--- config.mk ---
export PLATFORM = sky130hd
export DESIGN_NAME = fetch_sequencer
export DESIGN_NICKNAME = d
export VERILOG_FILES = /design/src/rtl/fetch_sequencer_pkg.sv /design/src/rtl/fetch_sequencer_branch_lut.sv /design/src/rtl/fetch_sequencer.sv
export SDC_FILE = /design/constraint.sdc
export NUM_CORES = 1
export LEC_CHECK = 0
export BUFFER_PORTS_ARGS = -buffer_cell sky130_fd_sc_hd__buf_2
export CAP_MARGIN = 20
export CORE_UTILIZATION = 48
export DETAILED_ROUTE_END_ITERATION = 7
export GPL_TIMING_DRIVEN = 0
export HOLD_SLACK_MARGIN = 0.03
export PLACE_DENSITY = 0.78
export SLEW_MARGIN = 20
export SYNTH_ARGS = -nofsm -noshare
export SYNTH_HDL_FRONTEND = slang
export SYNTH_SLANG_ARGS = --single-unit
--- constraint.sdc ---
create_clock -name CLK -period 2 [get_ports CLK]
set_clock_uncertainty 0.05 [all_clocks]
set_input_delay 0.2 -clock CLK [delete_from_list [all_inputs] [get_ports CLK]]
set_output_delay 0.2 -clock CLK [all_outputs]
set_load 0.005 [all_outputs]
--- src/rtl/fetch_sequencer_pkg.sv ---
// Shared definitions for the fetch sequencer: FSM state codes, field positions, ALU ops.
// Also holds the default PC width.
package fetch_sequencer_pkg;

    localparam int DEF_PC_W = 10;

    // Instruction word layout: [8:4] opcode, [3:0] operand
    localparam int OPC_MSB = 8;
    localparam int OPC_LSB = 4;
    localparam int OPR_MSB = 3;
    localparam int OPR_LSB = 0;

    localparam logic [1:0] ST_IDLE   = 2'd0;
    localparam logic [1:0] ST_RUN    = 2'd1;
    localparam logic [1:0] ST_HALTED = 2'd2;

    typedef enum logic [4:0] {
        ALU_NOP = 5'd0,
        ALU_ADD = 5'd1,
        ALU_SUB = 5'd2,
        ALU_AND = 5'd3,
        ALU_OR  = 5'd4,
        ALU_XOR = 5'd5,
        ALU_SHL = 5'd6,
        ALU_SHR = 5'd7
    } alu_op_e;

endpackage

--- src/rtl/fetch_sequencer_branch_lut.sv ---
// Branch offset table: 4-bit operand index to a signed PC-relative offset.
// Entry 0 is zero so a branch through it spins on the same PC.
module branch_lut
    import fetch_sequencer_pkg::*;
#(
    parameter int PC_W = DEF_PC_W
) (
    input  logic [3:0]             idx,
    output logic signed [PC_W-1:0] offset
);

    logic signed [7:0] off8;

    always_comb begin
        off8 = 8'sd0;
        case (idx)
            4'd0:  off8 = 8'sd0;
            4'd1:  off8 = -8'sd4;
            4'd2:  off8 = 8'sd8;
            4'd3:  off8 = 8'sd1;
            4'd4:  off8 = 8'sd2;
            4'd5:  off8 = -8'sd1;
            4'd6:  off8 = 8'sd16;
            4'd7:  off8 = -8'sd16;
            4'd8:  off8 = 8'sd3;
            4'd9:  off8 = -8'sd2;
            4'd10: off8 = 8'sd32;
            4'd11: off8 = -8'sd32;
            4'd12: off8 = 8'sd5;
            4'd13: off8 = -8'sd8;
            4'd14: off8 = 8'sd64;
            default: off8 = -8'sd64;
        endcase
        offset = PC_W'(off8);
    end

endmodule

--- src/rtl/fetch_sequencer.sv ---
// Instruction fetch sequencer: IDLE/RUN/HALTED FSM driving the ROM address,
// decoding opcode/operand and counting retired instructions.
module fetch_sequencer
    import fetch_sequencer_pkg::*;
#(
    parameter int PC_W    = DEF_PC_W,
    parameter int INSTR_W = 9,
    parameter int CT_W    = 16
) (
    input  logic               CLK,
    input  logic               RST_N,
    input  logic               START,
    input  logic [INSTR_W-1:0] INSTR,
    input  logic               BRANCH,
    input  logic               HALT,
    input  logic               ZERO,
    output logic [PC_W-1:0]    PC,
    output logic [4:0]         OPCODE,
    output logic [3:0]         OPERAND,
    output logic               OP_VALID,
    output logic               DONE,
    output logic [CT_W-1:0]    INSTR_CT
);

    logic [1:0]             state_q, state_d;
    logic [PC_W-1:0]        pc_q, pc_d;
    logic [CT_W-1:0]        ct_q, ct_d;
    logic                   done_q, done_d;
    logic signed [PC_W-1:0] br_off;

    function automatic logic [CT_W-1:0] sat_inc(input logic [CT_W-1:0] v);
        return (&v) ? v : v + 1'b1;
    endfunction

    branch_lut #(.PC_W(PC_W)) u_branch_lut (
        .idx    (INSTR[OPR_MSB:OPR_LSB]),
        .offset (br_off)
    );

    always_comb begin
        state_d = state_q;
        pc_d    = pc_q;
        ct_d    = ct_q;
        done_d  = done_q;
        case (state_q)
            ST_IDLE: begin
                if (START) begin
                    state_d = ST_RUN;
                    pc_d    = '0;
                    ct_d    = '0;
                end
            end
            ST_RUN: begin
                // Every RUN edge retires the current instruction, including a halting one
                ct_d = sat_inc(ct_q);
                if (HALT) begin
                    state_d = ST_HALTED;
                    done_d  = 1'b1;
                end else if (BRANCH && ZERO) begin
                    pc_d = pc_q + $unsigned(br_off);
                end else begin
                    pc_d = pc_q + 1'b1;
                end
            end
            ST_HALTED: begin
                if (START) begin
                    state_d = ST_RUN;
                    pc_d    = '0;
                    ct_d    = '0;
                    done_d  = 1'b0;
                end
            end
            default: begin
                state_d = ST_IDLE;
                done_d  = 1'b0;
            end
        endcase
    end

    always_ff @(posedge CLK or negedge RST_N) begin
        if (!RST_N) begin
            state_q <= ST_IDLE;
            pc_q    <= '0;
            ct_q    <= '0;
            done_q  <= 1'b0;
        end else begin
            state_q <= state_d;
            pc_q    <= pc_d;
            ct_q    <= ct_d;
            done_q  <= done_d;
        end
    end

    // Decode outputs follow the ROM combinationally, gated to zero outside RUN
    assign OP_VALID = (state_q == ST_RUN);
    assign OPCODE   = OP_VALID ? INSTR[OPC_MSB:OPC_LSB] : 5'd0;
    assign OPERAND  = OP_VALID ? INSTR[OPR_MSB:OPR_LSB] : 4'd0;
    assign PC       = pc_q;
    assign DONE     = done_q;
    assign INSTR_CT = ct_q;

endmodule

# ---- After elaboration in Yosys (flattened, before gate mapping)
# Memory sizes are Yosys's and may differ from the RTL's.
# Cells that the tools add are included.
dict set report totals {
  inputBits 15
  output_inout_bits 37
  mem_bits_ro 128
  mem_count 1
  word_cells 40
  ff_bits 29
}
# name words width rd rd_ports_with_merged_regs write_ports line_no
set memory_table {}
lappend memory_table {{(no name shown)} 16 8 1 0 0 fetch_sequencer_branch_lut.sv:16} ;# case (idx)
dict set report op_classes {
  bitwise 1
  mux 15
  n_eq_ne 7
  n_reduce_logical 9
  add_sub_neg 3
}
# cell n
set ops {}
lappend ops {{$mux 16} 2}
lappend ops {{$pmux 16 s2} 1}
lappend ops {{$mux 10} 3}
lappend ops {{$pmux 10 s2} 1}
lappend ops {{$add 16x1->16 const B} 1}
lappend ops {{$reduce_and 16->1} 1}
lappend ops {{$add 10x1->10 const B} 1}
lappend ops {{$add 10x10->10} 1}
lappend ops {{$reduce_and 3->1} 3}
lappend ops {{$ne 2x2->1 const B} 4}
lappend ops {{$mux 5} 1}
lappend ops {{$mux 2} 2}
lappend ops {{$mux 4} 1}
lappend ops {{$pmux 2 s2} 1}
lappend ops {{$pmux 1 s3} 1}
lappend ops {{$eq 2x1->1 const B} 1}
lappend ops {{$eq 2x2->1 const B} 1}
lappend ops {{$logic_not 2->1} 1}
lappend ops {{$mux 1} 2}
lappend ops {{$ne 2x1->1 const B} 1}
lappend ops {{$reduce_and 2->1} 1}
lappend ops {{$reduce_bool 2->1} 1}
lappend ops {{$reduce_or 2->1} 1}
lappend ops {{$logic_and 1x1->1} 1}
lappend ops {{$not 1->1} 1}

# ---- Longest topological paths before layout
# Gate-level depths: netlist (run 1).
# An unclocked memory read counts as a cell.
dict set report depth {
  ltp_word 5
  mapped_depth 14
  mapped_depth_nobuf 14
}

# ---- Modules after synthesis
# From an unflattened synthesis (run 1), not the netlist that was laid out.
dict set report unflattened {
  hier_cells 244
  area_unflattened_um2 2189.6
}
# module cells_each n_inst seq_area_each_um2 area_per_inst_um2
set by_module_without_submodules {}
lappend by_module_without_submodules {fetch_sequencer 210 1 725.7 1941.9}
lappend by_module_without_submodules {branch_lut 34 1 0.0 247.7}

# ---- Worst setup path after synthesis (run 1)
# No wires, ideal clock.
dict set report synth_timing {
  path_kind {in2reg}
  startpoint {input port INSTR[2]}
  endpoint {register pc_q[8], in the netlist PC[8]}
  path_stages 13
  setup_slack_ns -0.509
  required_time_ns 1.826
  setup_time_ns 0.124
  arrival_ns 2.335
  n_path_buf 1
  cell_sequence {buf_1 > mux2_2 > mux2i_1 > nand3_1 > ha_1 > inv_1 > fa_1 > nor2b_1 > o21ai_0 > a21oi_1 > nor4_1 > nor4_1 > a211o_1}
}
dict set report synth_via {
  elab_chain_cells 5
}
# element line_no
set synth_rtl {}
lappend synth_rtl {{start, declared} fetch_sequencer.sv:13} ;# input logic [INSTR_W-1:0] INSTR,
lappend synth_rtl {{$mem_v2 16x8} -}
lappend synth_rtl {{$add 10x10->10} fetch_sequencer.sv:60} ;# pc_d = pc_q + $unsigned(br_off);
lappend synth_rtl {{$mux 10} fetch_sequencer.sv:59} ;# end else if (BRANCH && ZERO) begin
lappend synth_rtl {{$mux 10} fetch_sequencer.sv:56} ;# if (HALT) begin
lappend synth_rtl {{$pmux 10 s2} fetch_sequencer.sv:45} ;# case (state_q)
lappend synth_rtl {{end signal, assigned} fetch_sequencer.sv:88} ;# pc_q <= pc_d;
lappend synth_rtl {{end, declared} fetch_sequencer.sv:26} ;# logic [PC_W-1:0] pc_q, pc_d;
# Every way passes these cells. The select of a mux whose other input is x is not followed.
# A chain may end at the register's enable or synchronous reset.

# ---- Worst setup path in the final report (run 1)
dict set report layout_timing {
  startpoint {input port INSTR[0]}
  endpoint {register pc_q[6], in the netlist PC[6]}
}
# The elaborated chain is that of the path after synthesis.

==> metrics.yaml, run 1 <==
status: "finished with violations"
violations: "negative setup slack"
syn-instance-count: 233
maxSlewViolCount: 0
synth_edf_count: 0
r2r_start: "PC[0]"
htreeDepth: 2
overflow: 0
cp.arrival_ns: 2.32
drv_cap: 0
worstSkewPairLatency_ns: 0.28
grt_pass1_vias: 1806
io_buffers: 51
cp-startpoint: "INSTR[0]"
crit-reg2reg-capture: "PC[6]"
grt_max_degree: 30
path_max_fanout: 8
fmax_mhz: 459.6
cts_tree: "built"
syn-num-nets: 263
route.detailed.vias_per_inst: 5.553
drc: 0
core_um2: 4029
syn_area_um2: 2026
ys_warn_count: 0
ys.flop_type: "dfrtp_1"
yosysSeqAreaShare: 0.3582
setup_violations: 4
end_kind: "flip-flop"
layout_setup_ws_ns: -0.1759
worst_setup_path_start_kind: "input pin"
synthDistinctLibCells: 46
tightest_slew_ns: 0.6478
async_flop_share: 1.000
clock_path_buffers: 2
die_h_um: 66.97
grt_usage: 0.2416
fill_cells: 330
diodes: 0
grt_pass1_wl_um: 7914
fin_setup_tns_ns: -0.4683
firstDrtPassIters: 4
initial_utilization: 0.5028
place.gp.congestion: 0.7720
grt_setup_unrepaired: "yes"
fin_crit_sh: 1.088
layout-drive-gt1-share: 0.3431
io_pins: 52
worstPathRequired_ns: 2.14
endpoint: "PC[6]"
wirelength_um: 5032
ant_nets: 0
root_buffer: "clkbuf_8"
antenna_found_initial: 0
syn_avg_cell_area_um2: 8.694
dieArea_um2: 4484
power_w: 0.001926
rr_worst_depth: 9
synth-seq-cells: 29
slew-limit-headroom: 0.5682
hpwl_um: 3346
finalHoldViolations: 0
drt_iter0_drc: 77
cts_num_sinks: 29
vias: 1977
peakVddDrop_mv: 0.3692
dieWidth_um: 66.97
critical_path_class: "input pin to flip-flop"
wl_per_cell_um: 14.13
hold_path.class: "input pin to flip-flop"
min_period_ns: 2.176
reg2reg_setup_slack_ns: -0.05
powerDensity_nw_per_um2: 714.6
rows: 23
leakage_nw: 1.305
clk_pin_slew_ns: 0.06
cts_buffers: 5
fin_nets: 335
area_growth_pct: 33.04
==> per-layer routing <==
| layer | part of all wire | vias up | wire, µm | track usage |
|---|---|---|---|---|
| met5 | 0 | - | 0 | 0 |
| met4 | 0.025 | 0 | 128 | 0.1223 |
| met3 | 0.047 | 13 | 235 | 0.05479 |
| met2 | 0.49 | 58 | 2481 | 0.4230 |
| met1 | 0.43 | 924 | 2187 | 0.2708 |
| li1 | - | 982 | - | - |
==> critical path, cell delays in order <==
cell and delay, ns:
buf_12 0.12, inv_1 0.11, ha_1 0.20, mux2i_1 0.08, nand3_1 0.09, ha_2 0.20
inv_2 0.04, fa_2 0.36, nor2b_2 0.15, o21ai_2 0.08, a21oi_2 0.21, o21a_1 0.18
nor3_1 0.06, o31ai_1 0.23
==> how the worst min path moves through the flow <==
| stage | start | end | depth (start not counted) | slack, ns |
|---|---|---|---|---|
| final | HALT | state_q[1] | 3 | 0.13 |
| after global routing | HALT | state_q[1] | 3 | 0.14 |
| after CTS | HALT | state_q[1] | 3 | 0.12 |
| after detailed placement | RST_N | INSTR_CT[10] | 1 | 0.22 |
| after global placement | RST_N | INSTR_CT[9] | 1 | 0.21 |
| after floorplan | RST_N | DONE | 0 | -0.15 |
==> cells in the mapped netlist (3+ instances only) <==
cell type  instances  area, µm²
dfrtp_1           29      725.7
nand3_1           27      135.1
nand2_1           22      82.58
o21ai_0           17      85.08
nor2_1            15      56.30
a21oi_1           14      70.07
ha_1              14      175.2
inv_1             10      37.54
and2_1             9      56.30
xor2_1             6      52.55
o21a_1             5      37.54
o31ai_1            5      37.54
and3_1             4      25.02
a31oi_1            3      18.77
buf_1              3      11.26
clkbuf_1           3      11.26
mux2i_1            3      30.03
nor2b_1            3      18.77
nor3_1             3      15.01
o21ai_1            3      15.01
xnor2_1            3      26.28
==> what timing repair did <==
item                                   CTS  global route
gates resized for setup                 24             9
hold buffers                             1             0
endpoints found under the hold margin   29             0
buffers inserted                        12             2
pin swaps                               17             3
setup endpoints to repair                5             5
==> state kept, by name (all words and copies together), names as in the netlist <==
| name | count |
|---|---|
| DONE | 1 |
| INSTR_CT | 16 |
| PC | 10 |
| state_q | 2 |
==> final cells by class <==
class / count / area [µm²] / share of cell area
Buffer: 9 / 48.80 / 0.01811
Sequential cell: 29 / 725.7 / 0.2693
Clock inverter: 2 / 10.01 / 0.003714
Timing Repair Buffer: 65 / 415.4 / 0.1541
Clock buffer: 6 / 72.57 / 0.02693
Multi-Input combinational cell: 185 / 1315 / 0.4879
Tap cell: 50 / 62.56 / 0.02321
Inverter: 10 / 45.04 / 0.01671
==> layout by cell type, fill, tap and decap left out, types with 4 or more instances in the layout <==
cell / n
and2_1: 9
a21oi_1: 9
inv_1: 8
dfrtp_1: 29
o21ai_0: 15
and3_1: 4
nand2_1: 21
nor2_1: 15
nand3_1: 27
a21oi_2: 5
buf_2: 50
o21ai_1: 4
clkbuf_8: 5
ha_1: 10
o31ai_1: 4
buf_4: 12
xor2_1: 6
o21a_1: 5
==> cell families (layout without fill, tap and decap cells) <==
family                     after synthesis  after routing  share of synthesized area
adders and majority gates               15             15                    0.09636
buffers and inverters                   19             92                    0.03830
xor gates and xnor gates                 9              9                    0.03892
muxes                                    4              4                    0.02038
AOI/OAI and AO/OA                       57             57                     0.1835
and+or+nand+nor                        100            100                     0.2644
DFF                                     29             29                     0.3582
==> power by group <==
| group | internal, W | switching [W] | total, W |
|---|---|---|---|
| clock | 0.000240 | 0.000229 | 0.000469 |
| sequential | 0.000677 | 0.0000923 | 0.000769 |
| combinational | 0.000323 | 0.000364 | 0.000688 |
| total | 0.00124 | 0.000686 | 0.00193 |
==> through the flow <==
stage / utilization / setup WS, ns / cell area [µm²] / hold slack (ns) / cells
3_3_place_gp: 0.5894 / -0.7489 / 2375 / 0.2141 / 334
6_report: 0.6689 / -0.1759 / 2695 / 0.1279 / 356
2_1_floorplan: - / -0.3904 / 2057 / -0.1456 / 233
5_1_grt: 0.6689 / -0.3527 / 2695 / 0.1428 / 356
3_5_place_dp: 0.5894 / -0.7880 / 2375 / 0.2189 / 334
4_1_cts: 0.6581 / -0.1561 / 2651 / 0.1216 / 355
Power figures use the tool's default switching activity.
==> run 2: changes to the inputs <==
Settings changed: CELL_PAD_IN_SITES_DETAIL_PLACEMENT from default to 2, CELL_PAD_IN_SITES_GLOBAL_PLACEMENT from default to 2, CORE_UTILIZATION 48 to 28, RECOVER_POWER from default to 100.
==> run 2 against run 1 <==
Against the previous run: critical path depth increased by 1; critical path type unchanged; highest routed layer unchanged; flip-flop and latch count did not move; via count grew 7.7%; the flow still finishes with violations (negative setup slack).
==> metrics.yaml, run 2 (synthesis gave the netlist of run 1 again) <==
fmax_mhz: 427.9
grt_max_degree: 30
route.detailed.vias_per_inst: 5.208
rows: 30
drc: 0
wirelength_um: 8104
cts_tree: "built"
status: "finished with violations"
area_growth_pct: 43.79
numPlacedInstances: 380
dpl_cell_area_um2: 2432
reg2reg_setup_slack_ns: -0.14
dieWidth_um: 87.06
peakVddDrop_mv: 0.2556
final_cell_mix: "33 x buf_2, 29 x dfrtp_1, 26 x nand3_1"
fin_nets: 342
die_h_um: 87.06
tightest_slew_ns: 0.7723
critical_path_class: "input pin to flip-flop"
worst_setup_path_start_kind: "input pin"
power_w: 0.002065
fin_crit_sh: 1.169
firstDrtPassIters: 4
largest_reg_flops: 16
worstSkewPairLatency_ns: 0.28
cp-startpoint: "INSTR[1]"
cp.arrival_ns: 2.48
final_area_um2: 2913
end_kind: "flip-flop"
crit_path_cell_trace: "buf_12, inv_8, ha_4, mux2_4, mux2i_2, nand3_2, ha_4, inv_2, fa_2, nor2b_2, o21ai_2, a21oi_4, o21a_1, o21a_1, o31ai_2"
violations: "negative setup slack"
io_buffers: 51
drv_cap: 0
layout_setup_ws_ns: -0.3370
htreeDepth: 2
crit_cells: 15
wl_per_cell_um: 19.81
hold_depth: 3
drt_iter0_drc: 55
cp.buffers_inverters: 3
io_pins: 52
initial_utilization: 0.2933
crit-reg2reg-capture: "PC[6]"
min_period_ns: 2.337
powerDensity_nw_per_um2: 709.0
core_um2: 6907
clock_path_buffers: 2
vias: 2130
final_cells: 409
layout-drive-gt1-share: 0.3610
worstPathRequired_ns: 2.14
grt_usage: 0.2072
dieArea_um2: 7579
cts_num_sinks: 29
maxSlewViolCount: 0
crit_family: "compound AO/OA/AOI/OAI gates"
rr_worst_depth: 9
setup_violations: 6
r2r_start: "PC[0]"
hpwl_um: 4751
slew-limit-headroom: 0.4851
endpoint: "PC[6]"
utilization: 0.4217
slowest_stage: "mux2_4"
place.gp.congestion: 0.7379
grt_setup_unrepaired: "yes"
cp_slowest_stage_delay_ns: 0.26
grt_pass1_vias: 2268
finalHoldViolations: 0
ant_nets: 0
hold_path.class: "input pin to flip-flop"
layout_commonest_cell: "buf_2"
grt_pass1_wl_um: 11990
cts_buffers: 5
root_buffer: "clkbuf_8"
antenna_found_initial: 0
fill_cells: 769
diodes: 0
leakage_nw: 1.289
overflow: 0
path_max_fanout: 5
clk_pin_slew_ns: 0.07
-- run 2: stage by stage --
| step | setup TNS (ns) | hold slack (ns) | worst slack, ns |
|---|---|---|---|
| floorplan | -1.130 | -0.1456 | -0.3904 |
| global placement | -3.992 | 0.2398 | -0.8569 |
| detailed placement | -4.321 | 0.2427 | -0.9403 |
| CTS | -0.8684 | 0.1434 | -0.2503 |
| global route | -2.070 | 0.1958 | -0.4249 |
| finish | -1.444 | 0.1722 | -0.3370 |
-- run 2: how the worst min path moves through the flow --
stage                        to  start
finish               state_q[1]   HALT
CTS                  state_q[1]   HALT
floorplan                  DONE  RST_N
detailed placement  INSTR_CT[9]  RST_N
global placement    INSTR_CT[9]  RST_N
global route         state_q[1]   HALT
-- run 2: what timing repair did --
action	CTS	global route
pin swaps	20	13
hold buffers	1	0
resized for setup	32	28
buffers inserted	14	6
gates cloned	0	0
endpoints found under the setup margin	5	16
hold endpoints to repair	29	0
-- run 2: per-layer routing --
layer | vias up | track usage | wire (µm)
met5 | - | 0 | 0
li1 | 993 | - | -
met4 | 0 | 0.05758 | 131
met1 | 1092 | 0.2571 | 3558
met3 | 12 | 0.02938 | 196
met2 | 33 | 0.3722 | 4217
-- run 2: cell type report --
type | count | area [µm²] | share of cell area
clock buffers | 6 | 72.57 | 0.02491
plain buffers | 9 | 53.80 | 0.01847
inverters | 10 | 48.80 | 0.01675
repair buffers | 72 | 436.7 | 0.1499
well taps | 96 | 120.1 | 0.04124
flip-flops and latches | 29 | 725.7 | 0.2491
multi-input cells | 185 | 1445 | 0.4961
clock inverters | 2 | 10.01 | 0.003436
-- run 2: power by group --
part / total (W) / switching, W / internal [W] / leakage (nW)
clock network: 0.000479 / 0.000238 / 0.000241 / 0.0450
logic: 0.000799 / 0.000452 / 0.000347 / 0.851
registers: 0.000788 / 0.000111 / 0.000676 / 0.393
-- run 2: worst min-delay path: cells and delay by family --
kind | cells | cell delay, ns
compound gates | 1 | 0.08
buf+inv | 1 | 0.11
simple gates | 1 | 0.07
==> run 3: changes to the inputs <==
Settings changed: ABC_AREA from default to 1, CORE_UTILIZATION 28 to 27, PLACE_DENSITY 0.78 to 0.79, SLEW_MARGIN 20 to 25.
==> run 3 against run 2 <==
Against the previous run: power up 11%; critical endpoint is now PC[4]; the run now ends clean; global-route usage shrank 1.5 points; sequential share of layout area decreased by 1.1 points; flip-flop and latch count did not move; count of clock-buffer cells in the layout is the same; critical path depth is 4 lower; first-iteration DRC count decreased by 1.8%; final cell count is 26% higher; clock power grew 41%; combinational power rose by 7.1%.
==> metrics.yaml, run 3 <==
dieArea_um2: 9047
largest_reg_flops: 16
grt_setup_unrepaired: "yes"
peakVddDrop_mv: 0.2545
syn_avg_cell_area_um2: 6.766
tightest_slew_ns: 0.7124
utilization: 0.3671
synth_edf_count: 0
overflow: 0
io_pins: 52
die_h_um: 95.12
cts_num_sinks: 29
synthDistinctLibCells: 37
layout_setup_ws_ns: 0.07901
layout-drive-gt1-share: 0.2888
r2r_start: "INSTR_CT[0]"
rr_worst_depth: 10
vias: 2535
htreeDepth: 2
synth_top_cell_by_area: "dfrtp_1"
cts_tree: "built"
powerDensity_nw_per_um2: 753.0
ant_nets: 0
firstDrtPassIters: 4
maxSlewViolCount: 0
end_kind: "flip-flop"
grt_pass1_wl_um: 13470
grt_pass1_vias: 2716
async_flop_share: 1.000
fill_cells: 1032
fin_setup_tns_ns: 0
layout_commonest_cell: "nand2_1"
drv_cap: 0
worst_setup_path_start_kind: "input pin"
rows: 33
route.detailed.vias_per_inst: 4.903
synth_area_leaders: "dfrtp_1 31%, nand2_1 19%, ha_1 7.5%, nor2_1 7.1%, inv_1 5.8%"
synth.most_common_cell: "nand2_1"
slew-limit-headroom: 0.5251
fin_nets: 441
finalHoldViolations: 0
diodes: 0
cp.arrival_ns: 2.07
antenna_found_initial: 0
place.gp.congestion: 0.7706
setup_violations: 0
min_to: "state_q[1]"
clk_pin_slew_ns: 0.08
reg2reg_setup_slack_ns: 0.20
yosysTopAreaCellShare: 0.3100
hold_path.class: "input pin to flip-flop"
ys.flop_type: "dfrtp_1"
final_cell_mix: "110 x nand2_1, 42 x nor2_1, 38 x buf_2"
min_period_ns: 1.921
ys_warn_count: 0
power_w: 0.002294
whs_ns: 0.08848
fin_crit_sh: 0.9605
root_buffer: "clkbuf_8"
clock_path_buffers: 2
drt_iter0_drc: 54
crit-reg2reg-capture: "INSTR_CT[0]"
area_growth_pct: 30.14
syn-instance-count: 346
syn-num-nets: 376
drc: 0
io_buffers: 49
worstSkewPairLatency_ns: 0.29
cts_buffers: 5
hold_depth: 2
hpwl_um: 6143
wirelength_um: 8141
synthTopCellsByCount: "118 x nand2_1, 44 x nor2_1, 36 x inv_1"
wl_per_cell_um: 15.75
critical_path_class: "input pin to flip-flop"
min_from: "START"
grt_max_degree: 30
worstPathRequired_ns: 2.15
initial_utilization: 0.2821
syn_area_um2: 2341
place_ws_ns: -0.4895
core_um2: 8299
fmax_mhz: 520.6
status: "complete, no violations"
dieWidth_um: 95.12
path_max_fanout: 6
yosysSeqAreaShare: 0.3100
grt_usage: 0.1923
leakage_nw: 1.547
synth-seq-cells: 29
## run 3: cell types whose count changed after synthesis, moves of 6 or more
cell | previous run | this run
o21ai_2 | 0 | 6
nand2_1 | 22 | 118
o21ai_0 | 17 | 11
nor2_1 | 15 | 44
and2_1 | 9 | 1
inv_1 | 10 | 36
## run 3: cell families (layout without fill, tap and decap cells)
logic type,count (synthesis),in the layout,share of synthesized area
and+or+nand+nor,207,207,0.3784
buffers and inverters,49,115,0.09139
AOI/OAI and AO/OA,39,39,0.1106
DFF,29,29,0.3100
adders and majority gates,15,15,0.08338
xor gates and xnor gates,7,7,0.02619
## run 3: critical path, stage by stage
cell and delay, ns:
buf_6 0.11, inv_4 0.05, buf_4 0.13, ha_1 0.28
o311a_4 0.33, ha_4 0.25, a21oi_2 0.21, nand2_4 0.09
buf_4 0.14, xnor2_1 0.11, o21ai_0 0.17
## run 3: repair_timing
| action | 4_1_cts | 5_1_grt |
|---|---|---|
| hold endpoints to repair | 29 | 0 |
| buffers inserted | 5 | 3 |
| gates resized for setup | 7 | 40 |
| pin swaps | 5 | 5 |
| endpoints found under the setup margin | 6 | 8 |
| hold buffers | 1 | 0 |
## run 3: power breakdown
group          switching (W)  internal (W)
clock network       0.000268      0.000405
registers          0.0000912      0.000673
logic               0.000523      0.000333
## run 3: metal layers
| metal | vias up | GRT usage | routed length (µm) |
|---|---|---|---|
| li1 | 1233 | - | - |
| met1 | 1251 | 0.2504 | 3735 |
| met2 | 45 | 0.3286 | 4019 |
| met3 | 6 | 0.03110 | 301 |
| met4 | 0 | 0.04924 | 85 |
| met5 | - | 0 | 0 |
## run 3: worst max path at each step
stage / cells past startpoint / start / end / slack [ns]
after floorplan: 17 / INSTR[1] / PC[6] / 0.002
after global placement: 18 / INSTR[1] / PC[8] / -0.42
after detailed placement: 18 / INSTR[1] / PC[8] / -0.49
after CTS: 14 / INSTR[3] / PC[9] / 0.004
after global routing: 16 / INSTR[1] / PC[9] / -0.06
final: 11 / INSTR[1] / PC[4] / 0.08
## run 3: area by class of cell
type	count	area (µm²)	area share
buffer	8	60.06	0.01971
clock buffer	6	82.58	0.02710
clock inverter	2	37.54	0.01232
inverter	41	161.4	0.05298
multi-input combinational	268	1538	0.5047
sequential	29	725.7	0.2382
tap	105	131.4	0.04312
timing repair buffer	58	310.3	0.1018
## run 3: through the flow
step                      std cells  instance area, µm²
after global routing            517                3047
after CTS                       514                2925
after global placement          500                2725
after detailed placement        500                2725
final                           517                3047
after floorplan                 346                2349
